===== src/rtl/dmem_arbiter.sv =====
// dmem_arbiter: two-port round-robin arbiter/sequencer in front of the
// byte-addressable data memory. One access in flight; each request goes
// through IDLE -> ACCESS -> RESP. Illegal requests (bad size, misaligned,
// out of bounds) get resp_err and never touch the memory.
//
//   state  | meaning
//   -------+-------------------------------------------------------------
//   IDLE   | arbitrate, assert req_ready to the winner, latch on handshake
//   ACCESS | drive memory from the latch, capture extended load data
//   RESP   | hold resp_valid/data/err for the owning port until consumed
module dmem_arbiter #(
  parameter int ADDR_W    = 32,
  parameter int DATA_W    = 32,
  parameter int MEM_BYTES = 256
) (
  input  logic                   clk,
  input  logic                   reset,
  input  logic [1:0]             req_valid,
  output logic [1:0]             req_ready,
  input  logic [1:0]             req_we,
  input  logic [1:0][ADDR_W-1:0] req_addr,
  input  logic [1:0][DATA_W-1:0] req_wdata,
  input  logic [1:0][2:0]        req_size,
  output logic [1:0]             resp_valid,
  input  logic [1:0]             resp_ready,
  output logic [1:0][DATA_W-1:0] resp_rdata,
  output logic [1:0]             resp_err,
  output logic                   mem_wr_en,
  output logic                   mem_rd_en,
  output logic [ADDR_W-1:0]      mem_addr,
  output logic [DATA_W-1:0]      mem_wdata,
  output logic [2:0]             mem_size,
  input  logic [DATA_W-1:0]      mem_rdata
);

  localparam logic [1:0] IDLE   = 2'd0;
  localparam logic [1:0] ACCESS = 2'd1;
  localparam logic [1:0] RESP   = 2'd2;

  localparam logic [ADDR_W:0] MEM_LIMIT = (ADDR_W+1)'(MEM_BYTES);

  logic [1:0]        state_q, state_d;
  logic              last_grant_q, last_grant_d;
  logic              port_q, port_d;
  logic              we_q, we_d;
  logic [ADDR_W-1:0] addr_q, addr_d;
  logic [DATA_W-1:0] wdata_q, wdata_d;
  logic [2:0]        size_q, size_d;
  logic [DATA_W-1:0] rdata_q, rdata_d;
  logic              err_q, err_d;

  logic              grant;
  logic              handshake;
  logic              illegal;
  logic [ADDR_W:0]   nbytes;
  logic [ADDR_W:0]   end_addr;
  logic [DATA_W-1:0] ext_data;

  // Round-robin pick: on contention the port that did not win last time goes.
  always_comb begin
    grant     = (req_valid == 2'b11) ? ~last_grant_q : ~req_valid[0];
    handshake = (state_q == IDLE) && (req_valid != 2'b00);
    req_ready = 2'b00;
    if (handshake) req_ready[grant] = 1'b1;
  end

  // Legality of the latched request; the bounds sum is one bit wider so it cannot wrap.
  always_comb begin
    case (size_q[1:0])
      2'b00:   nbytes = (ADDR_W+1)'(1);
      2'b01:   nbytes = (ADDR_W+1)'(2);
      default: nbytes = (ADDR_W+1)'(4);
    endcase
    end_addr = {1'b0, addr_q} + nbytes;
    illegal  = (size_q == 3'b011) || (size_q == 3'b110) || (size_q == 3'b111) ||
               (we_q && size_q[2]) ||
               ((size_q[1:0] == 2'b01) && addr_q[0]) ||
               ((size_q[1:0] == 2'b10) && (addr_q[1:0] != 2'b00)) ||
               (end_addr > MEM_LIMIT);
  end

  // Sign/zero extension of the memory's low-aligned read data.
  always_comb begin
    case (size_q)
      3'b000:  ext_data = {{24{mem_rdata[7]}}, mem_rdata[7:0]};
      3'b001:  ext_data = {{16{mem_rdata[15]}}, mem_rdata[15:0]};
      3'b010:  ext_data = mem_rdata;
      3'b100:  ext_data = {24'd0, mem_rdata[7:0]};
      3'b101:  ext_data = {16'd0, mem_rdata[15:0]};
      default: ext_data = '0;
    endcase
  end

  // Memory strobes; the write enable is gated by reset so no negedge write lands in a reset cycle.
  always_comb begin
    mem_addr  = addr_q;
    mem_wdata = wdata_q;
    mem_size  = {1'b0, size_q[1:0]};
    mem_wr_en = (state_q == ACCESS) && !illegal && we_q && !reset;
    mem_rd_en = (state_q == ACCESS) && !illegal && !we_q;
  end

  // Response outputs are only visible on the owning port while in RESP.
  always_comb begin
    resp_valid = 2'b00;
    resp_err   = 2'b00;
    resp_rdata = '0;
    if (state_q == RESP) begin
      resp_valid[port_q] = 1'b1;
      resp_err[port_q]   = err_q;
      resp_rdata[port_q] = rdata_q;
    end
  end

  // Next-state and latch updates.
  always_comb begin
    state_d      = state_q;
    last_grant_d = last_grant_q;
    port_d       = port_q;
    we_d         = we_q;
    addr_d       = addr_q;
    wdata_d      = wdata_q;
    size_d       = size_q;
    rdata_d      = rdata_q;
    err_d        = err_q;
    case (state_q)
      IDLE: begin
        if (handshake) begin
          port_d       = grant;
          last_grant_d = grant;
          we_d         = req_we[grant];
          addr_d       = req_addr[grant];
          wdata_d      = req_wdata[grant];
          size_d       = req_size[grant];
          state_d      = ACCESS;
        end
      end
      ACCESS: begin
        err_d   = illegal;
        rdata_d = (illegal || we_q) ? '0 : ext_data;
        state_d = RESP;
      end
      RESP: begin
        if (resp_ready[port_q]) state_d = IDLE;
      end
      default: state_d = IDLE;
    endcase
  end

  // State registers, synchronously reset; port 0 wins the first contention.
  always_ff @(posedge clk) begin
    if (reset) begin
      state_q      <= IDLE;
      last_grant_q <= 1'b1;
      port_q       <= 1'b0;
      we_q         <= 1'b0;
      addr_q       <= '0;
      wdata_q      <= '0;
      size_q       <= 3'b000;
      rdata_q      <= '0;
      err_q        <= 1'b0;
    end else begin
      state_q      <= state_d;
      last_grant_q <= last_grant_d;
      port_q       <= port_d;
      we_q         <= we_d;
      addr_q       <= addr_d;
      wdata_q      <= wdata_d;
      size_q       <= size_d;
      rdata_q      <= rdata_d;
      err_q        <= err_d;
    end
  end

endmodule


===== config.mk =====
export PLATFORM = sky130hd
export DESIGN_NAME = dmem_arbiter
export DESIGN_NICKNAME = d
export VERILOG_FILES = /design/src/rtl/dmem_arbiter.sv
export SDC_FILE = /design/constraint.sdc
export NUM_CORES = 1
export LEC_CHECK = 0
export BUFFER_PORTS_ARGS = -buffer_cell sky130_fd_sc_hd__buf_2
export CAP_MARGIN = 20
export CELL_PAD_IN_SITES_DETAIL_PLACEMENT = 1
export CELL_PAD_IN_SITES_GLOBAL_PLACEMENT = 2
export CORE_UTILIZATION = 25
export CTS_CLUSTER_DIAMETER = 120
export CTS_CLUSTER_SIZE = 12
export DETAILED_ROUTE_END_ITERATION = 10
export PLACE_DENSITY_LB_ADDON = 0.1
export SKIP_LAST_GASP = 1
export SLEW_MARGIN = 20
export SYNTH_ARGS = -nofsm -noshare
export SYNTH_HDL_FRONTEND = slang
export SYNTH_SLANG_ARGS = --single-unit

===== constraint.sdc =====
create_clock -name clk -period 7.2 [get_ports clk]
set_clock_uncertainty 0.05 [all_clocks]
set_input_delay 0 -clock clk [delete_from_list [all_inputs] [get_ports clk]]
set_output_delay 0 -clock clk [all_outputs]
set_load 0.02 [all_outputs]

; After elaboration in Yosys (flattened, before gate mapping)
; Index checks and enable logic that the tools add are counted.
[word_totals]
register_bits = 105
in_bits = 174
[classes]
add_sub_neg = 1
n_lt_le_gt_ge = 5
n_eq_ne = 14
muxes = 27
bitwise = 4
reduce_logical = 27
[op_table]
columns = operator, n
row1 = $mux 32, 6
row2 = $pmux 32 s5, 1
row3 = $and 64x64->64, 1
row4 = $mux 64, 1
row5 = $add 32x33->33, 1
row6 = $gt 33x9->1 const B, 1
row7 = $demux 32 s1, 1
row8 = $eq 3x3->1 const B, 4
row9 = $logic_and 1x1->1, 10
row10 = $mux 2, 5
row11 = $logic_or 1x1->1, 7
row12 = $mux 1, 7
row13 = $eq 2x2->1 const B, 3
row14 = $eq 3x2->1 const B, 2
row15 = $mux 3, 2
row16 = $pmux 2 s3, 1
row17 = $pmux 3 s2, 1
row18 = $eq 2x1->1 const B, 2
row19 = $logic_not 2->1, 2
row20 = $lt 1x2->1 const B, 2
row21 = $reduce_and 2->1, 2
row22 = $reduce_bool 2->1, 2
row23 = $eq 3x1->1 const B, 1
row24 = $logic_not 1->1, 3
row25 = other kinds (7), 10

; Logic depth before layout (Yosys ltp)
; Gate-level depths: netlist of run 1.
[depth]
depth_word = 11
mapped_depth = 14
ltp_nobuf = 10

; Least setup slack after synthesis of run 1
; Ideal clock, no wire load.
[synth_timing]
kind = reg-to-output
startpoint = reg size_q[1]
endpoint = out mem_rd_en
arrival_time_ps = 3591
path_slack_ps = 3559
stages_incl_launch_ff = 15
n_path_buf = 4
path_cell_list = dfxtp_1 -> clkbuf_1 -> clkbuf_1 -> buf_1 -> nor2_1 -> ha_1 -> fa_1 -> a21o_2 -> nand4_1 -> nor3_1 -> or3_1 -> a22oi_1 -> o211ai_2 -> buf_2 -> nor3_1
[synth_via]
elab_chain_cells = 10
[synth_rtl]
columns = item, line_no
row1 = start: declaration, 48  ; logic [2:0] size_q, size_d;
row2 = start signal: assignment, 169  ; size_q <= size_d;
row3 = "parallel branches: the longest is 6 deep, another holds $add 32x33->33", -
row4 = $logic_or 1x1->1 *, 78  ; ((size_q[1:0] == 2'b10) && (addr_q[1:0] != 2'b00)) ||
row5 = $logic_not 1->1 *, 100  ; mem_rd_en = (state_q == ACCESS) && !illegal && !we_q;
row6 = $logic_and 1x1->1 * (2 in series), 100
row7 = end: declaration, 29  ; output logic mem_rd_en,
; Every way passes the cells marked *.

; Final worst setup path of run 1
[layout_timing]
startpoint = reg size_q[0]
endpoint = out mem_wr_en
[layout_via]
elab_chain_cells = 11
[layout_rtl]
columns = item, line_no
row1 = "parallel branches: the longest is 6 deep, another holds $add 32x33->33", -
row2 = $logic_or 1x1->1 *, 78
row3 = $logic_not 1->1 *, 99  ; mem_wr_en = (state_q == ACCESS) && !illegal && we_q && !reset;
row4 = $logic_and 1x1->1 * (3 in series), 99
row5 = end: declaration, 28  ; output logic mem_wr_en,
; Marks and branches as above.

==> results of run 1 <==
## state kept, by name, summed over array words and instances, names as in the netlist
register	flops
last_grant_q	1
mem_addr	32
rdata_q	32
size_q	3
err_q	1
port_q	1
mem_wdata	32
we_q	1
state_q	2
## report_power, final
part	switching [mW]	internal [mW]	leakage [nW]
Combinational	0.298	0.273	3.15
Clock	0.244	0.238	0.126
Sequential	0.0580	0.624	0.860
## worst reg2reg max path: stages, from the launching register on
cell and delay, ns:
dfxtp_1 0.54, nor2b_1 0.33, ha_1 0.23, a21oi_2 0.09, a2111oi_0 0.55, xor2_1 0.13, or4_4 0.51, nor3_4 0.14
buf_4 0.36, nand2_2 0.13, o21a_1 0.18
## final cells by class
class | count | area (µm²)
Fill cell | 2610 | 12300
Multi-Input combinational cell | 485 | 3130
Timing Repair Buffer | 466 | 3100
Sequential cell | 105 | 2100
Tap cell | 275 | 344
Clock buffer | 9 | 225
Clock inverter | 7 | 55.1
Inverter | 3 | 11.3
Antenna cell | 3 | 7.51
## cell usage after synthesis (all sizes together) (2+ instances only)
cell type,count,share of area (%)
xor2,6,0.96
buf,14,1.7
nor2b,5,0.57
nand4,5,0.57
nand4b,8,1.3
nor2,99,6.8
dfxtp,105,38
and2,39,4.5
a2111oi,2,0.66
mux2i,3,0.55
a31o,2,0.32
clkbuf,52,3.6
o21ai,36,3.7
and3,47,5.5
a21oi,30,2.8
a222oi,68,12
xnor2,6,0.96
or4,2,0.34
and4,8,1.3
ha,3,0.68
a41oi,3,0.48
nor3,12,1.3
nand3,29,2.7
o21a,2,0.27
nor4b,3,0.87
nand2,44,3.1
a21o,2,0.30
a211oi,2,0.27
a2111o,2,0.41
inv,3,0.21
o211ai,3,0.50
## kinds of logic after synthesis
group | after synthesis | synth area share [%]
AO/OA/AOI/OAI | 160 | 23.4
XOR/XNOR | 12 | 1.92
adder cells (fa/ha/maj) | 4 | 1.05
buffers and inverters | 69 | 5.48
flip-flops | 105 | 38.3
multiplexers | 3 | 0.548
other | 1 | 0.0684
AND/OR/NAND/NOR | 305 | 29.2
## per-stage QoR
stage	setup WS [ns]	power [mW]	instances	hold slack, ns
after global routing	3.08	1.83	1351	0.0180
final	3.37	1.73	1353	0.0189
after global placement	3.86	1.12	1189	0.183
after floorplan	3.56	0.959	659	0.0963
after detailed placement	3.65	1.13	1189	0.194
after CTS	3.25	1.74	1349	0.00520
## layer usage
layer	vias up	track usage [%]	part of all wire, %
li1	3302	-	-
met1	3324	24.4	42
met2	234	36.9	51
met3	41	3.55	5.0
met4	0	8.28	2.4
met5	-	0	0
## path summary, 6_finish.rpt
| path | end | slack [ns] | start | cells past startpoint |
|---|---|---|---|---|
| setup / recovery | mem_wr_en | 3.37 | size_q[0]$_SDFFE_PP0P_ | 11 |
| hold / removal | rdata_q[10]$_SDFFE_PP0N_ | 0.02 | mem_rdata[10] | 4 |
| setup reg to reg | err_q$_SDFFE_PP0N_ | 3.86 | size_q[0]$_SDFFE_PP0P_ | 10 |
| hold reg to reg | rdata_q[28]$_SDFFE_PP0N_ | 0.41 | rdata_q[28]$_SDFFE_PP0N_ | 2 |
==> results.sh, run 1 <==
export IMPL_outcome="finished, final reports clean"
export IMPL_overflow=0
export IMPL_cp_num_buf_inv=2
export IMPL_ctsResizeCount=0
export IMPL_post_cts_buffers=0
export IMPL_grt_pass1_wl_um=36500
export IMPL_p_leak_nw=4.14
export IMPL_critPathSlowestCell="a2111oi_0"
export IMPL_htreeDepth=3
export IMPL_drive_gt1_share_pct=34.1
export IMPL_stdcell_area_um2=8970
export IMPL_synth_edf_count=0
export IMPL_syn2layout_area_growth_pct=63.6
export IMPL_period_needed_ns=3.83
export IMPL_hold_viol_final=0
export IMPL_fin_nets=1248
export IMPL_clkSinkCount=105
export IMPL_layout_common_cells="311 x buf_2, 144 x dlygate4sd3_1, 105 x dfxtp_1"
export IMPL_final_antenna_net_count=0
export IMPL_rsz0062_at_grt="false"
export IMPL_synth_seq_cells=105
export IMPL_drt_wirelength_per_cell_um=17.8
export IMPL_drt_pre_antenna_iters=8
export IMPL_row_count=53
export IMPL_cp_max_fo=33
export IMPL_placed_area_um2=7210
export IMPL_synth_area_um2=5480
export IMPL_antenna_found_initial=1
export IMPL_clock_path_buffers=2
export IMPL_cpLargestDelayFamily="simple AND/OR/NAND/NOR gates"
export IMPL_gp_congestion=0.807
export IMPL_ir_drop_uv=96.4
export IMPL_routed_via_count=6901
export IMPL_syn_avg_cell_area_um2=8.32
export IMPL_port_buffers=311
export IMPL_synth_nets=837
export IMPL_drc=0
export IMPL_root_buffer="clkbuf_16"
export IMPL_grt_max_degree=77
export IMPL_synth_distinct_cells=63
export IMPL_dieArea_um2=22500
export IMPL_cts_tree="done"
export IMPL_maxSlewViolCount=0
export IMPL_ios=313
export IMPL_synth_ff_type="dfxtp_1"
export IMPL_core_um2=21300
export IMPL_async_flop_share_pct=0
export IMPL_worst_pin_slew_ns=1.03
export IMPL_critical_path_class="register to primary output"
export IMPL_setup_viol=0
export IMPL_clock_latency_ns=0.36
export IMPL_hp_class="input pin to register"
export IMPL_synthesis_instances=659
export IMPL_first_iter_violations=509
export IMPL_post_route_period_util_pct=53.2
export IMPL_final_common_cell="buf_2"
export IMPL_start_util_pct=25.8
export IMPL_synth_warnings=0
export IMPL_hpwl_um=16200
export IMPL_maxClockFrequency_ghz=0.261
export IMPL_grt_pass1_vias=7040
export IMPL_startpoint_type="register"
export IMPL_critPathCaptureType="primary output"
export IMPL_max_cap_violations=0
export IMPL_ys_seq_area_share_pct=38.3
export IMPL_die_width_um=150
export IMPL_utilization_pct=42.1
export IMPL_required_ns=7.15
export IMPL_cts_buffers=9
export IMPL_die_h_um=150
export IMPL_grtUsageTotal_pct=20.7
export IMPL_setup_tns_ns=0
export IMPL_wirelength_um=24100
export IMPL_crit_chain="nor2b_1 -> ha_1 -> a21oi_2 -> a2111oi_0 -> xor2_1 -> or4_4 -> nor3_4 -> buf_4 -> nand2_2 -> nor4b_2 -> buf_2"
export IMPL_p_per_area_nw_per_um2=193
export IMPL_cts_hold_buf=144
export IMPL_vias_per_cell=5.10
export IMPL_slowest_delay_ns=0.55
export IMPL_clkSlewWorstSetupHoldPaths_ns=0.08
export IMPL_relSlewSlack_pct=31.3
export IMPL_critPathArrivalTime_ns=3.78
(Power assumes the default switching activity.)
==> run 2: changes to the inputs <==
ABC_AREA = 1   (was not set)
CORE_UTILIZATION = 20   (was 25)
clock period = 3.07 ns   (was 7.2 ns; I/O delays follow)
==> run 2 against run 1 <==
Setup slack worse by 3.2 ns. Via count rose by 23%. Sequential power is 130% higher. Sequential cell count stayed put. Clock power increased to 2.6 times the previous value. Area after synthesis increased by 19%. Worst hold slack got worse by 0.0029 ns. Largest cell class unchanged. Largest power group unchanged.
==> results.sh, run 2 <==
export IMPL_clkSinkCount=105
export IMPL_start_util_pct=20.5
export IMPL_slowest_delay_ns=0.38
export IMPL_synth_area_um2=6540
export IMPL_critPathSlowestCell="dfxtp_4"
export IMPL_synth_warnings=0
export IMPL_final_common_cell="nand2_1"
export IMPL_root_buffer="clkbuf_16"
export IMPL_hpwl_um=21500
export IMPL_fillers=4228
export IMPL_clock_latency_ns=0.36
export IMPL_multiInputGateArea_um2=3750
export IMPL_synth_distinct_cells=38
export IMPL_critPathCaptureType="primary output"
export IMPL_stdcell_area_um2=10800
export IMPL_drc=0
export IMPL_maxSlewViolCount=0
export IMPL_yosys_top_cells_area="dfxtp_1 32%, nand2_1 24%, nand3_1 9.5%, inv_1 8.6%, nor2_1 7.1%"
export IMPL_yosys_mux_area_fraction_pct=0
export IMPL_async_flop_share_pct=0
export IMPL_p_seq_share_pct=37.1
export IMPL_hp_class="input pin to register"
export IMPL_setup_viol=0
export IMPL_synth_top_family_by_area="simple AND/OR/NAND/NOR gates"
export IMPL_clock_path_buffers=2
export IMPL_grt_pass1_vias=8792
export IMPL_ys_seq_area_share_pct=32.2
export IMPL_drive_gt1_share_pct=26.7
export IMPL_first_iter_violations=238
export IMPL_startpoint_type="register"
export IMPL_syn_avg_cell_area_um2=5.85
export IMPL_clkSlewWorstSetupHoldPaths_ns=0.08
export IMPL_internal_power_mw=2.77
export IMPL_routed_via_count=8493
export IMPL_antennaDiodeCount=0
export IMPL_gp_congestion=0.762
export IMPL_port_buffers=311
export IMPL_synth_fa_ha_area_share_pct=0.881
export IMPL_pwr_share_comb_pct=33.0
export IMPL_worst_pin_slew_ns=0.958
export IMPL_drt_pre_antenna_iters=4
export IMPL_dieArea_um2=33400
export IMPL_register_area_um2=2110
export IMPL_required_ns=3.02
export IMPL_p_switching_mw=1.48
export IMPL_yosys_area_top_type="dfxtp_1"
export IMPL_cp_max_fo=7
export IMPL_synth_compound_area_share_pct=5.90
export IMPL_synth_simple_area_share_pct=47.5
export IMPL_synth_seq_cells=105
export IMPL_synth_nets=1295
export IMPL_critPathArrivalTime_ns=2.87
export IMPL_wirelength_um=29700
export IMPL_synth_top_cell_area_share_pct=32.2
export IMPL_synth_most_common_cell="nand2_1"
export IMPL_hold_viol_final=0
export IMPL_total_power_mw=4.26
export IMPL_fin_cells=2022
export IMPL_fin_nets=1760
export IMPL_layout_common_cells="414 x nand2_1, 310 x buf_2, 168 x dlygate4sd3_1"
export IMPL_p_clk_share_pct=29.9
export IMPL_core_um2=31900
export IMPL_rsz0062_at_grt="true"
export IMPL_crit_path_frequent_cell="nand2_1"
export IMPL_swShare_pct=34.9
export IMPL_drt_wirelength_per_cell_um=14.7
export IMPL_overflow=0
export IMPL_grt_pass1_wl_um=46900
export IMPL_synthesis_instances=1117
export IMPL_ios=313
export IMPL_p_leak_nw=5.49
export IMPL_cts_tree="done"
export IMPL_antenna_found_initial=0
export IMPL_htreeDepth=3
export IMPL_setup_tns_ns=0
export IMPL_critical_path_class="register to primary output"
export IMPL_placed_area_um2=8590
export IMPL_die_width_um=183
export IMPL_grtUsageTotal_pct=17.7
export IMPL_period_needed_ns=2.92
export IMPL_synth_xor_area_share_pct=0.938
export IMPL_synth_edf_count=0
export IMPL_max_cap_violations=0
export IMPL_relSlewSlack_pct=35.9
export IMPL_cts_buffers=9
export IMPL_syn2layout_area_growth_pct=65.2
export IMPL_p_per_area_nw_per_um2=394
export IMPL_maxClockFrequency_ghz=0.343
export IMPL_place_inst=1828
export IMPL_post_route_period_util_pct=95.0
export IMPL_outcome="finished, final reports clean"
export IMPL_ir_drop_uv=196
export IMPL_final_antenna_net_count=0
export IMPL_synthTopCellsByCount="416 x nand2_1, 149 x inv_1, 124 x nand3_1"
export IMPL_die_h_um=183
export IMPL_synth_ff_type="dfxtp_1"
export IMPL_row_count=65
export IMPL_grt_max_degree=55
export IMPL_vias_per_cell=4.20
export IMPL_crit_chain="nor2_4 -> ha_4 -> fa_2 -> nand3_2 -> nand2_4 -> nand2_4 -> nor2_4 -> nand2_1 -> nand2_1 -> nand2_1 -> nor2_1 -> nand2_1 -> nor2_2 -> nand3_4 -> nor4_4 -> buf_4 -> buf_6"
## run 2: area by class of cell
| cell class | count | share of cell area (%) |
|---|---|---|
| clock buffers | 10 | 2.21 |
| clock inverters | 6 | 0.695 |
| inverters | 152 | 5.28 |
| multi-input cells | 803 | 34.7 |
| flip-flops and latches | 105 | 19.5 |
| well taps | 435 | 5.04 |
| repair buffers | 511 | 32.5 |
## run 2: kinds of logic (layout without fill, tap and decap cells)
kind of cell,Yosys count,in the layout
AND/OR/NAND/NOR,722,722
other,1,1
XOR/XNOR,7,7
adder cells (fa/ha/maj),4,4
flip-flops,105,105
buffers and inverters,209,679
AO/OA/AOI/OAI,69,69
## run 2: metal layers
metal | vias up | part of all wire [%] | GRT usage [%]
met5 | - | 0 | 0
met4 | 0 | 0.82 | 3.50
met1 | 3919 | 47 | 22.5
met3 | 17 | 6.1 | 4.61
li1 | 4349 | - | -
met2 | 208 | 46 | 30.2
## run 2: power groups by stage
stage	clock [mW]	combinational, mW	sequential [mW]
after detailed placement	0	1.07	1.61
after global routing	1.39	1.56	1.60
after floorplan	0	0.549	1.67
final	1.27	1.40	1.58
after CTS	1.34	1.38	1.58
after global placement	0	1.07	1.61
## run 2: what timing repair did
action,in CTS,in global routing
pin swaps,1,15
endpoints found under the hold margin,99,0
endpoints found under the setup margin,2,13
buffers inserted,2,8
hold buffers,168,0
gates resized for setup,9,24
## run 2: final timing paths
check                               start                        to  slack [ns]  cells past startpoint
setup / recovery   size_q[1]$_SDFFE_PP0P_                 mem_wr_en        0.15                     17
setup reg to reg   size_q[1]$_SDFFE_PP0P_  rdata_q[22]$_SDFFE_PP0N_        0.24                     17
hold reg to reg   rdata_q[5]$_SDFFE_PP0N_   rdata_q[5]$_SDFFE_PP0N_        0.42                      2
hold / removal              mem_rdata[15]  rdata_q[15]$_SDFFE_PP0N_        0.02                      5
## run 2: through the flow
step / worst slack [ns] / util, % / hold slack, ns
floorplan: 0.265 / - / 0.141
global placement: 0.189 / 26.9 / 0.235
detailed placement: 0.141 / 26.9 / 0.241
CTS: 0.0156 / 33.3 / 0.00511
global route: -0.0785 / 33.9 / 0.0243
finish: 0.155 / 33.9 / 0.0160
## run 2: worst max-delay path: cells and delay by family, from the launching register on
family / cells / cell delay [ns]
simple gates: 13 / 1.47
flops: 1 / 0.38
fa+ha+maj: 2 / 0.37
buf+inv: 2 / 0.27
==> run 3: changes to the inputs <==
CORE_ASPECT_RATIO = 0.8   (was not set)
REMOVE_ABC_BUFFERS = 1   (was not set)
==> run 3 against run 2 <==
First-iteration DRC count increased by 23%. Worst hold slack better by 0.38 ns. Fmax up 2.1%. Core utilization down 0.072 points. Cell count down 1.0%. Critical endpoint unchanged. Largest cell class unchanged. Largest power group unchanged. Highest routed layer is now met5.
==> results.sh, run 3 (synthesized netlist as in run 2, its figures left out) <==
export IMPL_hpwl_um=21200
export IMPL_vias_per_cell=4.23
export IMPL_worst_pin_slew_ns=1.03
export IMPL_relSlewSlack_pct=31.2
export IMPL_reg2reg_from="size_q[1]$_SDFFE_PP0P_"
export IMPL_fin_hold_ws_ns=0.398
export IMPL_startpoint_type="register"
export IMPL_fin_nets=1753
export IMPL_post_route_period_util_pct=93.0
export IMPL_dpl_worst_slack_ns=-0.0419
export IMPL_dieArea_um2=33400
export IMPL_first_iter_violations=292
export IMPL_drive_gt1_share_pct=25.8
export IMPL_p_leak_nw=5.45
export IMPL_r2r_slack_ns=0.26
export IMPL_slowest_delay_ns=0.39
export IMPL_clkSlewWorstSetupHoldPaths_ns=0.08
export IMPL_cts_buffers=9
export IMPL_hold_viol_final=0
export IMPL_endpoint="mem_wr_en"
export IMPL_path_depth=14
export IMPL_grt_pass1_wl_um=46100
export IMPL_grt_pass1_vias=8597
export IMPL_layout_common_cells="416 x nand2_1, 309 x buf_2, 171 x dlygate4sd3_1"
export IMPL_die_width_um=204
export IMPL_drt_wirelength_per_cell_um=14.7
export IMPL_clock_path_buffers=2
export IMPL_final_antenna_net_count=0
export IMPL_clkSinkCount=105
export IMPL_start_util_pct=20.6
export IMPL_syn2layout_area_growth_pct=64.4
export IMPL_p_per_area_nw_per_um2=400
export IMPL_grtUsageTotal_pct=17.6
export IMPL_cts_tree="done"
export IMPL_grt_max_degree=69
export IMPL_crit_path_start="size_q[1]$_SDFFE_PP0P_"
export IMPL_drt_pre_antenna_iters=4
export IMPL_max_cap_violations=0
export IMPL_antenna_found_initial=3
export IMPL_cp_max_fo=6
export IMPL_port_buffers=311
export IMPL_clock_latency_ns=0.37
export IMPL_critPathSlowestCell="dfxtp_4"
export IMPL_rr_worst_depth=16
export IMPL_register_area_um2=2110
export IMPL_wirelength_um=29400
export IMPL_regToRegEndpoint="rdata_q[31]$_SDFFE_PP0N_"
export IMPL_row_count=58
export IMPL_htreeDepth=3
export IMPL_gp_congestion=0.781
export IMPL_critPathCaptureType="primary output"
export IMPL_ir_drop_uv=243
export IMPL_root_buffer="clkbuf_16"
export IMPL_outcome="finished, final reports clean"
export IMPL_critPathArrivalTime_ns=2.81
export IMPL_period_needed_ns=2.86
export IMPL_hp_class="input pin to register"
export IMPL_maxSlewViolCount=0
export IMPL_overflow=0
export IMPL_fillers=4159
export IMPL_setup_viol=0
export IMPL_drc=0
export IMPL_die_h_um=164
export IMPL_core_um2=31800
export IMPL_ios=313
export IMPL_crit_chain="nor2_4 -> ha_2 -> fa_2 -> nand3_2 -> nand2_4 -> nand2_4 -> nor2_4 -> nand4_1 -> nand2_1 -> nand2_1 -> nor2_2 -> nand3_4 -> nor4_4 -> buf_4"
export IMPL_required_ns=3.02
export IMPL_routed_via_count=8473
export IMPL_maxClockFrequency_ghz=0.350
export IMPL_cp_num_buf_inv=1
export IMPL_critical_path_class="register to primary output"
export IMPL_setup_slack_ns=0.214
export IMPL_multiInputGateArea_um2=3710
export IMPL_cpLargestDelayFamily="simple AND/OR/NAND/NOR gates"
export IMPL_final_common_cell="nand2_1"
==> run 3: tightest hold or removal path, delay by kind of cell <==
kind | cells | cell delay [ns]
buf+inv | 3 | 0.64
simple gates | 3 | 0.14
==> run 3: worst min path at each step <==
stage / depth (start not counted) / to / slack, ns / from
2_1_floorplan: 1 / rdata_q[10]$_SDFFE_PP0N_ / 0.01 / reset
3_3_place_gp: 5 / mem_addr[29]$_SDFFE_PP0P_ / 0.24 / req_addr[61]
3_5_place_dp: 5 / mem_addr[1]$_SDFFE_PP0P_ / 0.24 / req_addr[33]
4_1_cts: 6 / mem_wdata[22]$_SDFFE_PP0P_ / 0.38 / req_wdata[22]
5_1_grt: 6 / mem_wdata[17]$_SDFFE_PP0P_ / 0.43 / req_wdata[17]
6_report: 6 / mem_wdata[22]$_SDFFE_PP0P_ / 0.40 / req_wdata[22]
==> run 3: power breakdown <==
part / internal [mW] / switching [mW] / leakage (nW)
combinational: 0.640 / 0.753 / 4.44
clock: 0.741 / 0.594 / 0.155
sequential: 1.46 / 0.115 / 0.860
==> run 3: repair_timing <==
action / in CTS / in global routing
pin swaps: 0 / 9
setup buffers: 0 / 3
gates cloned: 0 / 1
hold buffers: 171 / 0
gates resized for setup: 6 / 18
endpoints found under the setup margin: 34 / 35
endpoints found under the hold margin: 102 / 0
==> run 3: routing by layer <==
layer / vias up / GRT usage, % / share of wire [%]
met5: - / 0 / 0.078
met4: 4 / 3.80 / 1.1
met3: 25 / 5.49 / 6.6
met2: 176 / 28.7 / 46
met1: 3936 / 22.5 / 47
li1: 4332 / - / -
==> run 3: metrics by stage <==
step	std cells	TNS (ns)	total power [mW]	utilization, %	instance area (µm²)
floorplan	1060	-174.75	2.20	-	6290
global placement	1809	-0.0249	2.68	26.9	8560
detailed placement	1809	-0.459	2.68	26.9	8560
CTS	1996	0	4.36	33.4	10600
global route	2000	-0.00915	4.60	33.8	10700
finish	2001	0	4.30	33.8	10700
==> run 3: layout make-up <==
type,count,share of cell area [%]
clock buffer,10,2.22
antenna,1,0.0233
tap,420,4.89
timing repair buffer,504,32.5
multi-input combinational,803,34.6
sequential,105,19.6
inverter,152,5.31
clock inverter,6,0.827
